### src/rtl/clock_set_buttons_pkg.sv
// Shared types and 50 MHz default timing constants for the clock's
// button conditioning block.
package clock_set_buttons_pkg;

  typedef enum logic [1:0] {
    IDLE,
    HELD,
    REPEAT
  } btn_state_t;

  localparam int DEF_DEBOUNCE_CYC = 500000;
  localparam int DEF_HOLD_CYC     = 25000000;
  localparam int DEF_REPEAT_CYC   = 5000000;

  // Counter width able to hold 0 .. max(a,b)-1, never narrower than one bit.
  function automatic int cnt_width(input int a, input int b);
    int m;
    m = (a > b) ? a : b;
    return (m < 2) ? 1 : $clog2(m);
  endfunction

endpackage

### src/rtl/clock_set_buttons_if.sv
// Raw button/switch pins in, conditioned increment pulses and run level out.
interface clock_set_buttons_if;
  logic hrup;
  logic minup;
  logic secup;
  logic en;
  logic hr_inc;
  logic min_inc;
  logic sec_inc;
  logic run;

  modport master (
    output hrup, minup, secup, en,
    input  hr_inc, min_inc, sec_inc, run
  );

  modport slave (
    input  hrup, minup, secup, en,
    output hr_inc, min_inc, sec_inc, run
  );
endinterface

### src/rtl/btn_debounce_repeat.sv
// One input channel: 2-flop synchroniser, debouncer and, optionally, the
// press / hold / auto-repeat pulse generator.
module btn_debounce_repeat
  import clock_set_buttons_pkg::*;
#(
  parameter int DEBOUNCE_CYC = DEF_DEBOUNCE_CYC,
  parameter int HOLD_CYC     = DEF_HOLD_CYC,
  parameter int REPEAT_CYC   = DEF_REPEAT_CYC,
  parameter bit USE_FSM      = 1'b1
) (
  input  logic clk,
  input  logic reset,
  input  logic raw,
  input  logic mute,
  output logic level,
  output logic pulse
);

  localparam int DW = cnt_width(DEBOUNCE_CYC, 1);
  localparam int HW = cnt_width(HOLD_CYC, REPEAT_CYC);
  localparam logic [DW-1:0] DB_LAST   = DW'(DEBOUNCE_CYC - 1);
  localparam logic [HW-1:0] HOLD_LAST = HW'(HOLD_CYC - 1);
  localparam logic [HW-1:0] REP_LAST  = HW'(REPEAT_CYC - 1);

  logic [1:0]    sync;
  logic [DW-1:0] db_cnt;
  logic [HW-1:0] hold_cnt;
  btn_state_t    state;
  logic          active;

  always_ff @(posedge clk or posedge reset) begin
    if (reset) begin
      sync <= 2'b00;
    end else begin
      sync <= {sync[0], raw};
    end
  end

  // level only flips after DEBOUNCE_CYC consecutive disagreeing samples
  always_ff @(posedge clk or posedge reset) begin
    if (reset) begin
      level  <= 1'b0;
      db_cnt <= '0;
    end else if (sync[1] == level) begin
      db_cnt <= '0;
    end else if (db_cnt == DB_LAST) begin
      level  <= ~level;
      db_cnt <= '0;
    end else begin
      db_cnt <= db_cnt + DW'(1);
    end
  end

  // In debounce-only mode the FSM never leaves IDLE and folds away.
  assign active = USE_FSM & level;

  always_ff @(posedge clk or posedge reset) begin
    if (reset) begin
      state    <= IDLE;
      hold_cnt <= '0;
      pulse    <= 1'b0;
    end else begin
      pulse <= 1'b0;
      case (state)
        IDLE: begin
          if (active) begin
            state    <= HELD;
            hold_cnt <= '0;
            pulse    <= ~mute;
          end
        end
        HELD: begin
          if (!active) begin
            state    <= IDLE;
            hold_cnt <= '0;
          end else if (hold_cnt == HOLD_LAST) begin
            state    <= REPEAT;
            hold_cnt <= '0;
            pulse    <= ~mute;
          end else begin
            hold_cnt <= hold_cnt + HW'(1);
          end
        end
        REPEAT: begin
          if (!active) begin
            state    <= IDLE;
            hold_cnt <= '0;
          end else if (hold_cnt == REP_LAST) begin
            hold_cnt <= '0;
            pulse    <= ~mute;
          end else begin
            hold_cnt <= hold_cnt + HW'(1);
          end
        end
        default: begin
          state    <= IDLE;
          hold_cnt <= '0;
        end
      endcase
    end
  end

endmodule

### src/rtl/clock_set_buttons.sv
// Conditions the three set buttons and the run switch; increment pulses are
// only passed through in set mode (run low).
module clock_set_buttons
  import clock_set_buttons_pkg::*;
#(
  parameter int DEBOUNCE_CYC = DEF_DEBOUNCE_CYC,
  parameter int HOLD_CYC     = DEF_HOLD_CYC,
  parameter int REPEAT_CYC   = DEF_REPEAT_CYC
) (
  input logic clk,
  input logic reset,
  clock_set_buttons_if.slave bus
);

  logic [2:0] raw;
  logic [2:0] level;
  logic [2:0] pulse;
  logic [2:0] mute;
  logic [2:0] masked;
  logic       run_level;
  logic       en_pulse_unused;

  assign raw = {bus.secup, bus.minup, bus.hrup};

  for (genvar i = 0; i < 3; i++) begin : g_btn
    btn_debounce_repeat #(
      .DEBOUNCE_CYC(DEBOUNCE_CYC),
      .HOLD_CYC    (HOLD_CYC),
      .REPEAT_CYC  (REPEAT_CYC),
      .USE_FSM     (1'b1)
    ) u_btn (
      .clk  (clk),
      .reset(reset),
      .raw  (raw[i]),
      .mute (mute[i]),
      .level(level[i]),
      .pulse(pulse[i])
    );
  end

  btn_debounce_repeat #(
    .DEBOUNCE_CYC(DEBOUNCE_CYC),
    .HOLD_CYC    (HOLD_CYC),
    .REPEAT_CYC  (REPEAT_CYC),
    .USE_FSM     (1'b0)
  ) u_en (
    .clk  (clk),
    .reset(reset),
    .raw  (bus.en),
    .mute (1'b0),
    .level(run_level),
    .pulse(en_pulse_unused)
  );

  // A press that overlapped run=1 stays silenced until the button is released.
  always_ff @(posedge clk or posedge reset) begin
    if (reset) begin
      masked <= 3'b000;
    end else begin
      for (int i = 0; i < 3; i++) begin
        if (run_level) begin
          masked[i] <= 1'b1;
        end else if (!level[i]) begin
          masked[i] <= 1'b0;
        end
      end
    end
  end

  assign mute = {3{run_level}} | masked;

  assign bus.hr_inc  = pulse[0];
  assign bus.min_inc = pulse[1];
  assign bus.sec_inc = pulse[2];
  assign bus.run     = run_level;

endmodule

### src/flat_wrapper.sv
// flat-port wrapper written by rule: the top's interface ports become plain ports
module clock_set_buttons_flat import clock_set_buttons_pkg::*;
#(
  parameter int DEBOUNCE_CYC = DEF_DEBOUNCE_CYC,
  parameter int HOLD_CYC     = DEF_HOLD_CYC,
  parameter int REPEAT_CYC   = DEF_REPEAT_CYC
)
  (clk, reset, bus_hrup, bus_minup, bus_secup, bus_en, bus_hr_inc, bus_min_inc, bus_sec_inc, bus_run);
  clock_set_buttons_if bus_i ();
  input logic clk;
  input logic reset;
  input wire logic [$bits(bus_i.hrup)-1:0] bus_hrup;
  input wire logic [$bits(bus_i.minup)-1:0] bus_minup;
  input wire logic [$bits(bus_i.secup)-1:0] bus_secup;
  input wire logic [$bits(bus_i.en)-1:0] bus_en;
  output wire logic [$bits(bus_i.hr_inc)-1:0] bus_hr_inc;
  output wire logic [$bits(bus_i.min_inc)-1:0] bus_min_inc;
  output wire logic [$bits(bus_i.sec_inc)-1:0] bus_sec_inc;
  output wire logic [$bits(bus_i.run)-1:0] bus_run;
  assign bus_i.hrup = bus_hrup;
  assign bus_i.minup = bus_minup;
  assign bus_i.secup = bus_secup;
  assign bus_i.en = bus_en;
  assign bus_hr_inc = bus_i.hr_inc;
  assign bus_min_inc = bus_i.min_inc;
  assign bus_sec_inc = bus_i.sec_inc;
  assign bus_run = bus_i.run;
  clock_set_buttons #(.DEBOUNCE_CYC(DEBOUNCE_CYC), .HOLD_CYC(HOLD_CYC), .REPEAT_CYC(REPEAT_CYC)) u_core (.clk(clk), .reset(reset), .bus(bus_i));
endmodule
### config.mk
export PLATFORM = sky130hd
export DESIGN_NAME = clock_set_buttons_flat
export DESIGN_NICKNAME = d
export VERILOG_FILES = /design/src/rtl/clock_set_buttons_pkg.sv /design/src/rtl/clock_set_buttons_if.sv /design/src/rtl/btn_debounce_repeat.sv /design/src/rtl/clock_set_buttons.sv /design/src/flat_wrapper.sv
export SDC_FILE = /design/constraint.sdc
export NUM_CORES = 1
export LEC_CHECK = 0
export ABC_AREA = 0
export BUFFER_PORTS_ARGS = -buffer_cell sky130_fd_sc_hd__buf_4
export CORE_ASPECT_RATIO = 2
export CORE_MARGIN = 3
export CORE_UTILIZATION = 69
export CTS_CLUSTER_DIAMETER = 150
export DETAILED_ROUTE_END_ITERATION = 6
export GPL_ROUTABILITY_DRIVEN = 0
export PLACE_DENSITY = 0.87
export SETUP_SLACK_MARGIN = 0.3
export SYNTH_ARGS = -nofsm -noshare
export SYNTH_HDL_FRONTEND = slang
export SYNTH_SLANG_ARGS = --single-unit
### constraint.sdc
create_clock -name clk -period 8.9 [get_ports clk]
set_clock_uncertainty 0.1 [all_clocks]
set_input_delay 1.335 -clock clk [delete_from_list [all_inputs] [get_ports clk]]
set_output_delay 1.335 -clock clk [all_outputs]
set_load 0.005 [all_outputs]
* Word-level counts from Yosys, hierarchy flattened
Cells that the tools add are included.
Word-level totals: output and inout bits 4, word-level logic and storage cells 150, bits in registers 175
Cells by class: reduce and logical (&&, ||, !) cells 10, equality and inequality tests 32, $add $sub $neg 7, mux-type cells 65, bitwise logic cells 12
Operators by type and width (number):
- 25-bit 2-to-1 mux | 15
- 25-bit case mux with 3 select lines | 3
- 19-bit 2-to-1 mux | 8
- 19-bit by 1-bit adder with 19-bit output, second input constant | 4
- 19-bit == test, second input constant | 4
- 25-bit by 1-bit adder with 25-bit output, second input constant | 3
- 25-bit by 23-bit == test with 1-bit output, second input constant | 3
- 25-bit == test, second input constant | 3
- 2-bit 2-to-1 mux | 12
- 1-bit 2-to-1 mux | 21
- 2-bit inequality test, second input constant | 9
- 2-bit case mux with 3 select lines | 3
- 1-bit NOT | 11
- 3-bit inequality test, second input constant | 3
- 1-bit case mux with 3 select lines | 3
- 3-bit AND reduction | 3
- 2-bit AND reduction | 4
- 2-bit by 1-bit == test with 1-bit output, second input constant | 3
- 2-bit == test, second input constant | 3
- 2-bit zero test | 3
- 1-bit == test | 4
- 3-bit OR | 1

* Depth between registers and ports, before layout
Gate-level depths: netlist of the first run.
depth after elaboration 5, mapped depth 9

* Cells and area by module
A second synthesis of the first run with hierarchy kept.
Second synthesis, totals: cells, all modules 1092, area total of the unflattened synthesis 9849.4 µm²
Modules (own cells, without submodules):
- btn_debounce_repeat at u_core.g_btn[1].u_btn ... | cells each 321, sequential area each 1251.2 µm², times used 2, area an instance 2851.5 µm²
- btn_debounce_repeat at u_core.g_btn[0].u_btn | cells each 333, sequential area each 1251.2 µm², times used 1, area an instance 2934.1 µm²
- btn_debounce_repeat at u_core.u_en | cells each 106, sequential area each 550.5 µm², times used 1, area an instance 1084.8 µm²
- clock_set_buttons | cells each 11, sequential area each 75.1 µm², times used 1, area an instance 127.6 µm²

* Worst setup path before layout of the first run
OpenSTA, ideal clock, no wires.
kind register to register, start point reg u_core.g_btn[0].u_btn.hold_cnt[16], end point reg u_core.g_btn[0].u_btn.hold_cnt[11], setup time 0.131 ns, path buffers 3, cell stages (with the launch flop) 9, arrival 2.419 ns, setup slack 6.249 ns, required time 8.669 ns, path through dfrtp_1 -> buf_6 -> or4_1 -> or4_1 -> o41a_1 -> buf_6 -> buf_8 -> o2111ai_1 -> nand3_1
Between the ends: longest elaborated chain between the ends 4, elaborated cells on any way between the ends 7
Ends and longest elaborated chain:
- start, declared | RTL line btn_debounce_repeat.sv:27 | logic [HW-1:0] hold_cnt;
- start signal, assigned | RTL line btn_debounce_repeat.sv:81 | hold_cnt <= hold_cnt + HW'(1);
- start signal, assigned | RTL line btn_debounce_repeat.sv:92 | hold_cnt <= hold_cnt + HW'(1);
- 25-bit by 23-bit == test with 1-bit output or 25-bit == test (tied branches) | RTL line btn_debounce_repeat.sv:88, btn_debounce_repeat.sv:76
- 25-bit 2-to-1 mux, on equally long branches | RTL line btn_debounce_repeat.sv:88, btn_debounce_repeat.sv:76
- 25-bit 2-to-1 mux, on equally long branches | RTL line btn_debounce_repeat.sv:85, btn_debounce_repeat.sv:73
- 25-bit case mux with 3 select lines (*) | RTL line btn_debounce_repeat.sv:64 | case (state)
Every way passes the cells marked *; elsewhere a longest branch is shown, timed or not. A chain may end at the register's enable or synchronous reset.

* Worst setup path in the final report of the first run
start point reg u_core.g_btn[1].u_btn.hold_cnt[15], end point reg u_core.g_btn[1].u_btn.hold_cnt[14]
Between the ends: longest elaborated chain between the ends 4, elaborated cells on any way between the ends 7
Ends and longest elaborated chain (RTL line):
- start, declared | btn_debounce_repeat.sv:27
- start signal, assigned | btn_debounce_repeat.sv:81
- start signal, assigned | btn_debounce_repeat.sv:92
- 25-bit by 23-bit == test with 1-bit output or 25-bit == test (tied branches) | btn_debounce_repeat.sv:88, btn_debounce_repeat.sv:76
- 25-bit 2-to-1 mux, on equally long branches | btn_debounce_repeat.sv:88, btn_debounce_repeat.sv:76
- 25-bit 2-to-1 mux, on equally long branches | btn_debounce_repeat.sv:85, btn_debounce_repeat.sv:73
- 25-bit case mux with 3 select lines (*) | btn_debounce_repeat.sv:64
Marked as above.

==> results.tsv, run 1 <==
metric	value	unit
required	9.09	ns
use_met1	0.336	
synth_edf_count	0	
grt_pass1_vias	8598	
crit_arrival	3.53	ns
synth_top_family_by_area	simple AND/OR/NAND/NOR gates	
cts_tree	done	
cts_resized	0	
die_w	90.9	um
run_status	finished clean	
grt_pass1_wl	39800	um
synth_compound_area_frac	0.135	
drt-initial-drc-count	717	
routed_wl	23200	um
grt_use_total	0.304	
finalHoldViolations	0	
synthArstFlopShare	1.00	
fill_cells	1053	
hp-class	reg2reg	
finalSetupTns	0	ns
cts_sinks	175	
fin_crit_sh	0.375	
num_rows	61	
post-route-util	0.759	
worst_pin_slew	1.09	ns
slew_headroom	0.260	
muxShareOfSynthArea	0.00566	
fmax	299	MHz
n_antenna_cell	0	
irDropWorstVdd	0.124	mV
initial_core_util	0.708	
antenna_found_initial	0	
yosys-top-cells-count	175 x dfrtp_1, 164 x nand2_1, 123 x nor2_1	
synth_nets	1133	
hold_depth	0	
clk_path_buf_depth	2	
hpwl	15300	um
worst_setup_path_start_kind	flop	
use_met2	0.553	
switching_share	0.235	
syn_to_final_growth	7.07	%
synthAdderAreaFrac	0.0239	
postSynthAreaPerCell	8.98	um^2
ctsHtreeMaxLevel	4	
dieArea	16000	um^2
p_leak	4.35	nW
io_pins	10	
rsz0062_at_grt	no	
synth_cell_types	61	
placement.io_buffers	9	
p_clk_frac	0.471	
numCtsBuffers	17	
die_h	176	um
netlist_instances	1108	
remaining_drc_errors	0	
yosysMostFrequentCell	dfrtp_1	
viasPerCell	6.70	
cap_viol_max_count	0	
clkLatencyLatePin	0.43	ns
postCtsSetupBuffers	0	
synthTopCellsByArea	dfrtp_1 44%, nand2_1 6.2%, nor2_1 4.6%	
postCtsHoldBufs	0	
pwr-share-seq	0.508	
p_sw	0.373	mW
grt_max_degree	115	
ys_seq_area_frac	0.440	
top_usage_layer	met2	
synth-seq-cells	175	
grt_use_met3	0.0433	
reg2reg_depth	6	
yosysWarnings	0	
drt-pass1-iter-count	5	
drtAntennaViolNets	0	
p_comb_frac	0.020	
rrSetupSlack	5.56	ns
synth-xor-area-share	0.0669	
cp_max_fo	15	
grt_overflow	0	
period_minus_slack	3.34	ns
nNetsFinal	1110	
cts-root-buf	clkbuf_16	
drv_slew	0	
synth_top_area_cell	dfrtp_1	
cp-end-kind	flop	
setup_viol	0	
path_clk_slew	0.07	ns
p_int	1.21	mW
synth_top_area_share	0.440	
coreArea	14000	um^2
drive_gt1_frac	0.0765	
syn_area	9950	um^2
yosys.area_share.simple	0.286	
synthFlopType	dfrtp_1	
powerDensity	149	nW/um^2
route.detailed.wl_per_inst	18.1	um
critPathKind	reg2reg	
vias	8621	
-- per-layer routing --
metal / up-vias / share of wire
met1: 4188 / 0.37
li1: 3962 / -
met2: 338 / 0.54
met3: 133 / 0.043
met5: - / 0
met4: 0 / 0.055
-- layout by cell type, fill, tap and decap left out, types with 17 or more instances in the layout --
cell / instances
and2_1: 25
and4_1: 18
buf_4: 18
clkbuf_16: 17
dfrtp_1: 175
ha_1: 19
inv_1: 42
nand2_1: 164
nand3_1: 49
nand4_1: 35
nor2_1: 123
nor3_1: 31
nor4_1: 30
o2111ai_1: 18
o211ai_1: 25
o21ai_0: 20
o221ai_1: 32
xnor2_1: 42
xor2_1: 34
-- power by group through the flow --
stage | Combinational [mW] | Clock (mW) | Sequential [mW]
global placement | 0.0327 | 0 | 0.821
CTS | 0.0338 | 0.753 | 0.806
global route | 0.0383 | 0.787 | 0.807
detailed placement | 0.0337 | 0 | 0.822
floorplan | 0.0246 | 0 | 0.821
finish | 0.0324 | 0.748 | 0.806
-- cells by family after synthesis --
group           count (synthesis)
mux                             5
flops                         175
xor+xnor                       76
buf+inv                       103
fa+ha+maj                      19
simple gates                  563
compound gates                167
-- final timing paths --
kind                                                            to                                from
worst min register to register       u_core.g_btn[0].u_btn.sync[1]       u_core.g_btn[0].u_btn.sync[0]
worst max register to register  u_core.g_btn[1].u_btn.hold_cnt[14]  u_core.g_btn[1].u_btn.hold_cnt[15]
min in group asynchronous       u_core.g_btn[1].u_btn.hold_cnt[22]                               reset
max in group asynchronous           u_core.g_btn[0].u_btn.state[1]                               reset
worst max-delay path            u_core.g_btn[1].u_btn.hold_cnt[14]  u_core.g_btn[1].u_btn.hold_cnt[15]
worst min-delay path                 u_core.g_btn[0].u_btn.sync[1]       u_core.g_btn[0].u_btn.sync[0]
-- per-stage QoR --
stage | power [mW] | area, um^2 | hold slack, ns | cells | setup WS [ns]
floorplan | 0.845 | 9950 | 0.231 | 1108 | 2.72
global placement | 0.854 | 10100 | 0.235 | 1255 | 5.74
detailed placement | 0.855 | 10100 | 0.236 | 1255 | 5.63
CTS | 1.59 | 10700 | 0.252 | 1287 | 5.62
global route | 1.63 | 10700 | 0.259 | 1287 | 5.31
finish | 1.59 | 10700 | 0.251 | 1287 | 5.56
-- worst max-delay path, cell delays in order, from the launching register on --
cell	delay, ns
dfrtp_1	0.42
or4b_2	0.68
nor4_1	0.80
a21boi_2	0.36
buf_4	0.31
o21ai_2	0.36
o211ai_1	0.17
-- sequential cells by signal, indices dropped and copies added (netlist names) --
signal,count
u_core.g_btn.u_btn.hold_cnt,75
u_core.g_btn.u_btn.db_cnt,57
u_core.u_en.db_cnt,19
u_core.g_btn.u_btn.state,6
u_core.g_btn.u_btn.sync,6
u_core.g_btn.u_btn.level,3
u_core.g_btn.u_btn.pulse,3
u_core.masked,3
u_core.u_en.sync,2
u_core.u_en.level,1
-- layout make-up --
class                      instances  area (um^2)  area share
multi-input combinational        830         5150       0.484
clock buffer                      19          443      0.0416
tap                              189          236      0.0222
sequential                       175         4380       0.411
clock inverter                    13          138      0.0129
inverter                          43          166      0.0156
timing repair buffer              18          135      0.0127
No activity file was read; power rests on OpenSTA's default activity.
==> run 2: changes to the inputs <==
--- a/config.mk
+++ b/config.mk
@@ -9,11 +9,11 @@
 export BUFFER_PORTS_ARGS = -buffer_cell sky130_fd_sc_hd__buf_4
 export CORE_ASPECT_RATIO = 2
 export CORE_MARGIN = 3
-export CORE_UTILIZATION = 69
+export CORE_UTILIZATION = 64
 export CTS_CLUSTER_DIAMETER = 150
 export DETAILED_ROUTE_END_ITERATION = 6
 export GPL_ROUTABILITY_DRIVEN = 0
-export PLACE_DENSITY = 0.87
+export PLACE_DENSITY = 0.82
 export SETUP_SLACK_MARGIN = 0.3
 export SYNTH_ARGS = -nofsm -noshare
 export SYNTH_HDL_FRONTEND = slang
==> constraint.sdc (replaced) <==
create_clock -name clk -period 3.3 [get_ports clk]
set_clock_uncertainty 0.1 [all_clocks]
set_input_delay 0.495 -clock clk [delete_from_list [all_inputs] [get_ports clk]]
set_output_delay 0.495 -clock clk [all_outputs]
set_load 0.005 [all_outputs]
==> run 2 against run 1 <==
Net effect: wire length is 1.6% lower; die area up 7.4%; total power rose to 2.8 times the previous value; final cell count is 1.3% higher; fmax grew 15%.
==> results.tsv, run 2 (synthesis results as in run 1) <==
metric	value	unit	change
rrSetupSlack	0.39	ns	-5.17 ns
wl_met2	12700	um	+1.7%
grt_pass1_vias	8534		-0.74%
initial_core_util	0.661		-0.0476
cp-end-kind	flop		
route.detailed.wl_per_inst	17.5	um	-2.9%
reg_top3	u_core.g_btn.u_btn.hold_cnt (75), u_core.g_btn.u_btn.db_cnt (57), u_core.u_en.db_cnt (19)		
viasPerCell	6.39		-4.5%
r2r-start	u_core.g_btn[0].u_btn.hold_cnt[16]		
slew_headroom	0.470		+0.210
post-route-util	0.720		-0.0390
hp-class	in2async		
routed_wl	22900	um	-1.6%
fill_cells	1139		+8.2%
pwr-share-seq	0.486		-0.022
ctsHtreeMaxLevel	4		unchanged
largest_reg_flops	75		unchanged
route.met3.wl	656	um	-34%
design_area	10800	um^2	+1.7%
cts_resized	0		unchanged
drt-met1-wl	8700	um	+2.1%
postCtsSetupBuffers	0		unchanged
drt-pass1-iter-count	5		unchanged
cp_max_fo	10		-5
worst_setup_path_start_kind	flop		
p_leak	4.43	nW	+1.9%
dp_cells	1272		+1.4%
num_rows	63		+3.3%
drt-initial-drc-count	531		-26%
crit_arrival	3.12	ns	-0.41 ns
place_ws	0.375	ns	-5.25 ns
finalSetupTns	0	ns	unchanged
routed.top_layer	met4		
path_clk_slew	0.07	ns	about the same
fmax	343	MHz	+15%
p_int	3.54	mW	+190%
p_comb_frac	0.021		about the same
largest_register	u_core.g_btn.u_btn.hold_cnt		
drive_gt1_frac	0.0857		+0.00916
cts-root-buf	clkbuf_16		
irDropWorstVdd	0.316	mV	+150%
die_w	94.2	um	+3.6%
drv_slew	0		unchanged
final_common_cell	dfrtp_1		
placement.io_buffers	9		unchanged
grt_use_total	0.283		-0.0209
setup_ws	0.386	ns	-5.17 ns
p_total	4.48	mW	+180%
setup_viol	0		unchanged
clkLatencyLatePin	0.43	ns	about the same
mostFrequentLayoutCells	175 x dfrtp_1, 164 x nand2_1, 123 x nor2_1, 49 x nand3_1		
holdWs	0.0651	ns	-0.186 ns
placed_area	10200	um^2	+1.1%
reg2reg_depth	6		unchanged
dieArea	17200	um^2	+7.4%
p_clk_frac	0.493		+0.022
fin_crit_sh	0.883		+0.508
clk_path_buf_depth	2		unchanged
rsz0062_at_grt	no		
stdcell_count	1304		+1.3%
die_h	182	um	+3.7%
cap_viol_max_count	0		unchanged
cts_sinks	175		unchanged
powerDensity	414	nW/um^2	+180%
nNetsFinal	1121		+0.99%
grt_pass1_wl	39600	um	-0.60%
numCtsBuffers	17		unchanged
startpoint	u_core.g_btn[0].u_btn.hold_cnt[16]		
p_sw	0.945	mW	+150%
finalHoldViolations	0		unchanged
period_minus_slack	2.91	ns	-0.426 ns
hpwl	15700	um	+2.8%
run_status	finished clean		
required	3.50	ns	-5.59 ns
cts_tree	done		
drtAntennaViolNets	0		unchanged
grt_max_degree	62		-46%
antenna_found_initial	0		unchanged
critPathKind	reg2reg		
worst_pin_slew	0.788	ns	-0.304 ns
syn_to_final_growth	8.88	%	
remaining_drc_errors	0		unchanged
postCtsHoldBufs	0		unchanged
vias	8338		-3.3%
coreArea	15100	um^2	+7.2%
io_pins	10		unchanged
r2r-end	u_core.g_btn[0].u_btn.hold_cnt[24]		
n_antenna_cell	0		unchanged
switching_share	0.211		-0.0244
grt_overflow	0		unchanged
-- run 2: cell count changes in the layout (fill, tap and decap cells not counted), moves of 2 or more --
cell	delta
buf_4	+9
inv_6	-5
inv_8	-3
clkinvlp_4	+2
bufinv_16	+4
buf_12	+2
-- run 2: worst max-delay path by stage --
stage | endpoint | slack (ns) | cells after the start
finish | u_core.g_btn[0].u_btn.hold_cnt[24] | 0.39 | 6
global route | u_core.g_btn[0].u_btn.hold_cnt[11] | 0.31 | 6
floorplan | u_core.g_btn[0].u_btn.db_cnt[0] | 0.47 | 1
CTS | u_core.g_btn[0].u_btn.hold_cnt[20] | 0.36 | 5
detailed placement | u_core.g_btn[0].u_btn.hold_cnt[20] | 0.38 | 5
global placement | u_core.g_btn[0].u_btn.hold_cnt[20] | 0.43 | 5
-- run 2: per-layer routing --
| layer | GRT usage | vias up |
|---|---|---|
| li1 | - | 3964 |
| met3 | 0.0462 | 65 |
| met5 | 0 | - |
| met4 | 0.137 | 0 |
| met2 | 0.511 | 216 |
| met1 | 0.316 | 4093 |
-- run 2: cell type report --
| cell class | count | area [um^2] | share of cell area |
|---|---|---|---|
| inverter | 43 | 165 | 0.0152 |
| tap | 195 | 244 | 0.0225 |
| multi-input combinational | 830 | 5160 | 0.476 |
| clock inverter | 13 | 210 | 0.0194 |
| clock buffer | 19 | 433 | 0.0400 |
| timing repair buffer | 29 | 243 | 0.0224 |
| sequential | 175 | 4380 | 0.404 |
-- run 2: critical path, cell delays in order (launching register included) --
cell and delay, ns:
dfrtp_1 0.47, or4_1 0.55, or4_1 0.51, o41a_1 0.60
buf_4 0.25, o2111ai_1 0.19, o211ai_1 0.12
-- run 2: power groups by stage --
stage	combinational, mW	sequential [mW]	clock [mW]
3_3_place_gp	0.0964	2.22	0
4_1_cts	0.0985	2.18	2.25
3_5_place_dp	0.0978	2.22	0
6_report	0.0942	2.18	2.21
5_1_grt	0.109	2.18	2.34
2_1_floorplan	0.0669	2.21	0
==> run 3: changes to the inputs <==
--- a/config.mk
+++ b/config.mk
@@ -9,11 +9,11 @@
 export BUFFER_PORTS_ARGS = -buffer_cell sky130_fd_sc_hd__buf_4
 export CORE_ASPECT_RATIO = 2
 export CORE_MARGIN = 3
-export CORE_UTILIZATION = 64
+export CORE_UTILIZATION = 69
 export CTS_CLUSTER_DIAMETER = 150
 export DETAILED_ROUTE_END_ITERATION = 6
 export GPL_ROUTABILITY_DRIVEN = 0
-export PLACE_DENSITY = 0.82
+export PLACE_DENSITY = 0.87
 export SETUP_SLACK_MARGIN = 0.3
 export SYNTH_ARGS = -nofsm -noshare
 export SYNTH_HDL_FRONTEND = slang
==> constraint.sdc (replaced) <==
create_clock -name clk -period 3.4 [get_ports clk]
set_clock_uncertainty 0.1 [all_clocks]
set_input_delay 0.51 -clock clk [delete_from_list [all_inputs] [get_ports clk]]
set_output_delay 0.51 -clock clk [all_outputs]
set_load 0.005 [all_outputs]
==> run 3 against run 2 <==
Net effect: combinational power down 3.3%; first-iteration DRC count increased by 6.8%; register-to-register slack gained 0.19 ns; final cell count is 0.46% lower; fmax rose by 3.3%; utilization grew 4.6 points; final area down 0.70%; global-route usage up 0.99 points; sequential cell count did not move; sequential share of layout area increased by 0.29 points; wire length down 1.9%; count of clock-buffer cells in the layout shrank 2; largest power group is now sequential cells.
==> results.tsv, run 3 (synthesis results as in run 1) <==
metric	value	unit	change
fmax	354	MHz	+3.3%
initial_core_util	0.708		+0.0476
nNetsFinal	1121		unchanged
reg_top3	u_core.g_btn.u_btn.hold_cnt (75), u_core.g_btn.u_btn.db_cnt (57), u_core.u_en.db_cnt (19)		
clkLatencyLatePin	0.44	ns	about the same
postCtsHoldBufs	0		unchanged
die_w	90.9	um	-3.5%
crit_path_max_incr_delay	0.54	ns	-0.06 ns
cp_max_fo	9		-1
path_cells	or4_1, or4_1, o31a_1, o21ai_1, o221ai_1		
worst_pin_slew	0.870	ns	+0.0826 ns
drive_gt1_frac	0.0866		+0.000902
routed_wl	22400	um	-1.9%
remaining_drc_errors	0		unchanged
worst_setup_path_start_kind	flop		
viasPerCell	6.62		+3.6%
irDropWorstVdd	0.364	mV	+15%
die_h	176	um	-3.6%
dieArea	16000	um^2	-6.9%
cts-root-buf	clkbuf_16		
slew_headroom	0.419		-0.0514
n_antenna_cell	0		unchanged
drt-initial-drc-count	567		+6.8%
rsz0062_at_grt	no		
io_pins	10		unchanged
period_minus_slack	2.82	ns	-0.0925 ns
cts_sinks	175		unchanged
numCtsBuffers	17		unchanged
worst-path-stages	5		-1
cp_common_cell	or4_1		
ctsHtreeMaxLevel	4		unchanged
finalHoldViolations	0		unchanged
stdcell_count	1298		-0.46%
num_rows	61		-3.2%
finalSetupTns	0	ns	unchanged
cap_viol_max_count	0		unchanged
p_leak	4.40	nW	-0.78%
critPathKind	reg2reg		
rrSetupSlack	0.58	ns	+0.19 ns
crit_slowest_cell	o21ai_1		
vias	8595		+3.1%
cts_resized	0		unchanged
cp-end-kind	flop		
path_clk_slew	0.07	ns	about the same
largest_reg_flops	75		unchanged
run_status	finished clean		
grt_pass1_wl	38500	um	-2.7%
fin_crit_sh	0.830		-0.0532
drv_slew	0		unchanged
route.detailed.wl_per_inst	17.3	um	-1.4%
final_common_cell	dfrtp_1		
dp_cells	1266		-0.47%
drtAntennaViolNets	0		unchanged
path_buf_inv	0		-1
required	3.58	ns	+0.08 ns
cts_tree	done		
drt-pass1-iter-count	7		+2
largest_register	u_core.g_btn.u_btn.hold_cnt		
setup_viol	0		unchanged
r2r-start	u_core.g_btn[2].u_btn.hold_cnt[16]		
grt_pass1_vias	8459		-0.88%
mostFrequentLayoutCells	175 x dfrtp_1, 164 x nand2_1, 123 x nor2_1, 49 x nand3_1		
syn_to_final_growth	8.11	%	
grt_use_total	0.293		+0.00991
crit_arrival	3.01	ns	-0.11 ns
hpwl	15100	um	-3.8%
grt_overflow	0		unchanged
coreArea	14000	um^2	-6.7%
postCtsSetupBuffers	0		unchanged
clk_path_buf_depth	2		unchanged
reg2reg_depth	5		-1
antenna_found_initial	0		unchanged
hp-class	in2async		
powerDensity	384	nW/um^2	-7.3%
placement.io_buffers	9		unchanged
critPathTopFamily	simple AND/OR/NAND/NOR gates		
grt_max_degree	60		-3.2%
r2r-end	u_core.g_btn[2].u_btn.hold_cnt[24]		
[run 3: changes by cell type in the layout (fill, tap and decap cells not counted), moves of 2 or more]
| cell | delta |
|---|---|
| clkbuf_1 | -2 |
| inv_8 | +2 |
| inv_6 | +2 |
| clkinvlp_4 | +2 |
| bufinv_16 | -4 |
[run 3: metal layers]
layer | GRT usage | vias to the layer above | wire length (um)
met5 | 0 | - | 0
met4 | 0.170 | 0 | 1060
met3 | 0.0347 | 97 | 973
met2 | 0.537 | 343 | 12100
met1 | 0.323 | 4192 | 8300
li1 | - | 3963 | -
[run 3: how the worst max path moves through the flow]
stage / start / end / slack, ns
after floorplan: reset / u_core.g_btn[0].u_btn.db_cnt[0] / 0.55
after global placement: u_core.g_btn[2].u_btn.hold_cnt[16] / u_core.g_btn[2].u_btn.hold_cnt[24] / 0.65
after detailed placement: u_core.g_btn[2].u_btn.hold_cnt[16] / u_core.g_btn[2].u_btn.hold_cnt[22] / 0.59
after CTS: u_core.g_btn[2].u_btn.hold_cnt[16] / u_core.g_btn[2].u_btn.hold_cnt[24] / 0.58
after global routing: u_core.g_btn[0].u_btn.hold_cnt[16] / u_core.g_btn[0].u_btn.hold_cnt[20] / 0.40
final: u_core.g_btn[2].u_btn.hold_cnt[16] / u_core.g_btn[2].u_btn.hold_cnt[24] / 0.58
[run 3: final cells by class]
type / count / area (um^2)
Sequential cell: 175 / 4380
Inverter: 43 / 165
Multi-Input combinational cell: 830 / 5150
Tap cell: 189 / 236
Timing Repair Buffer: 29 / 243
Clock inverter: 15 / 153
Fill cell: 1003 / 3290
Clock buffer: 17 / 425
[run 3: through the flow]
stage | hold slack, ns | total power [mW] | utilization | worst slack (ns) | area [um^2]
2_1_floorplan | 0.231 | 2.21 | - | 0.551 | 9950
3_3_place_gp | 0.234 | 2.24 | 0.725 | 0.652 | 10200
3_5_place_dp | 0.236 | 2.25 | 0.725 | 0.594 | 10200
4_1_cts | 0.0705 | 4.15 | 0.766 | 0.585 | 10800
5_1_grt | 0.0678 | 4.26 | 0.766 | 0.398 | 10800
6_report | 0.0570 | 4.13 | 0.766 | 0.578 | 10800
[run 3: power by group]
| part | total, mW | switching (mW) | internal, mW |
|---|---|---|---|
| Sequential | 2.11 | 0.0150 | 2.10 |
| Clock | 1.92 | 0.891 | 1.03 |
| Combinational | 0.0911 | 0.0667 | 0.0244 |
| Total | 4.13 | 0.973 | 3.15 |
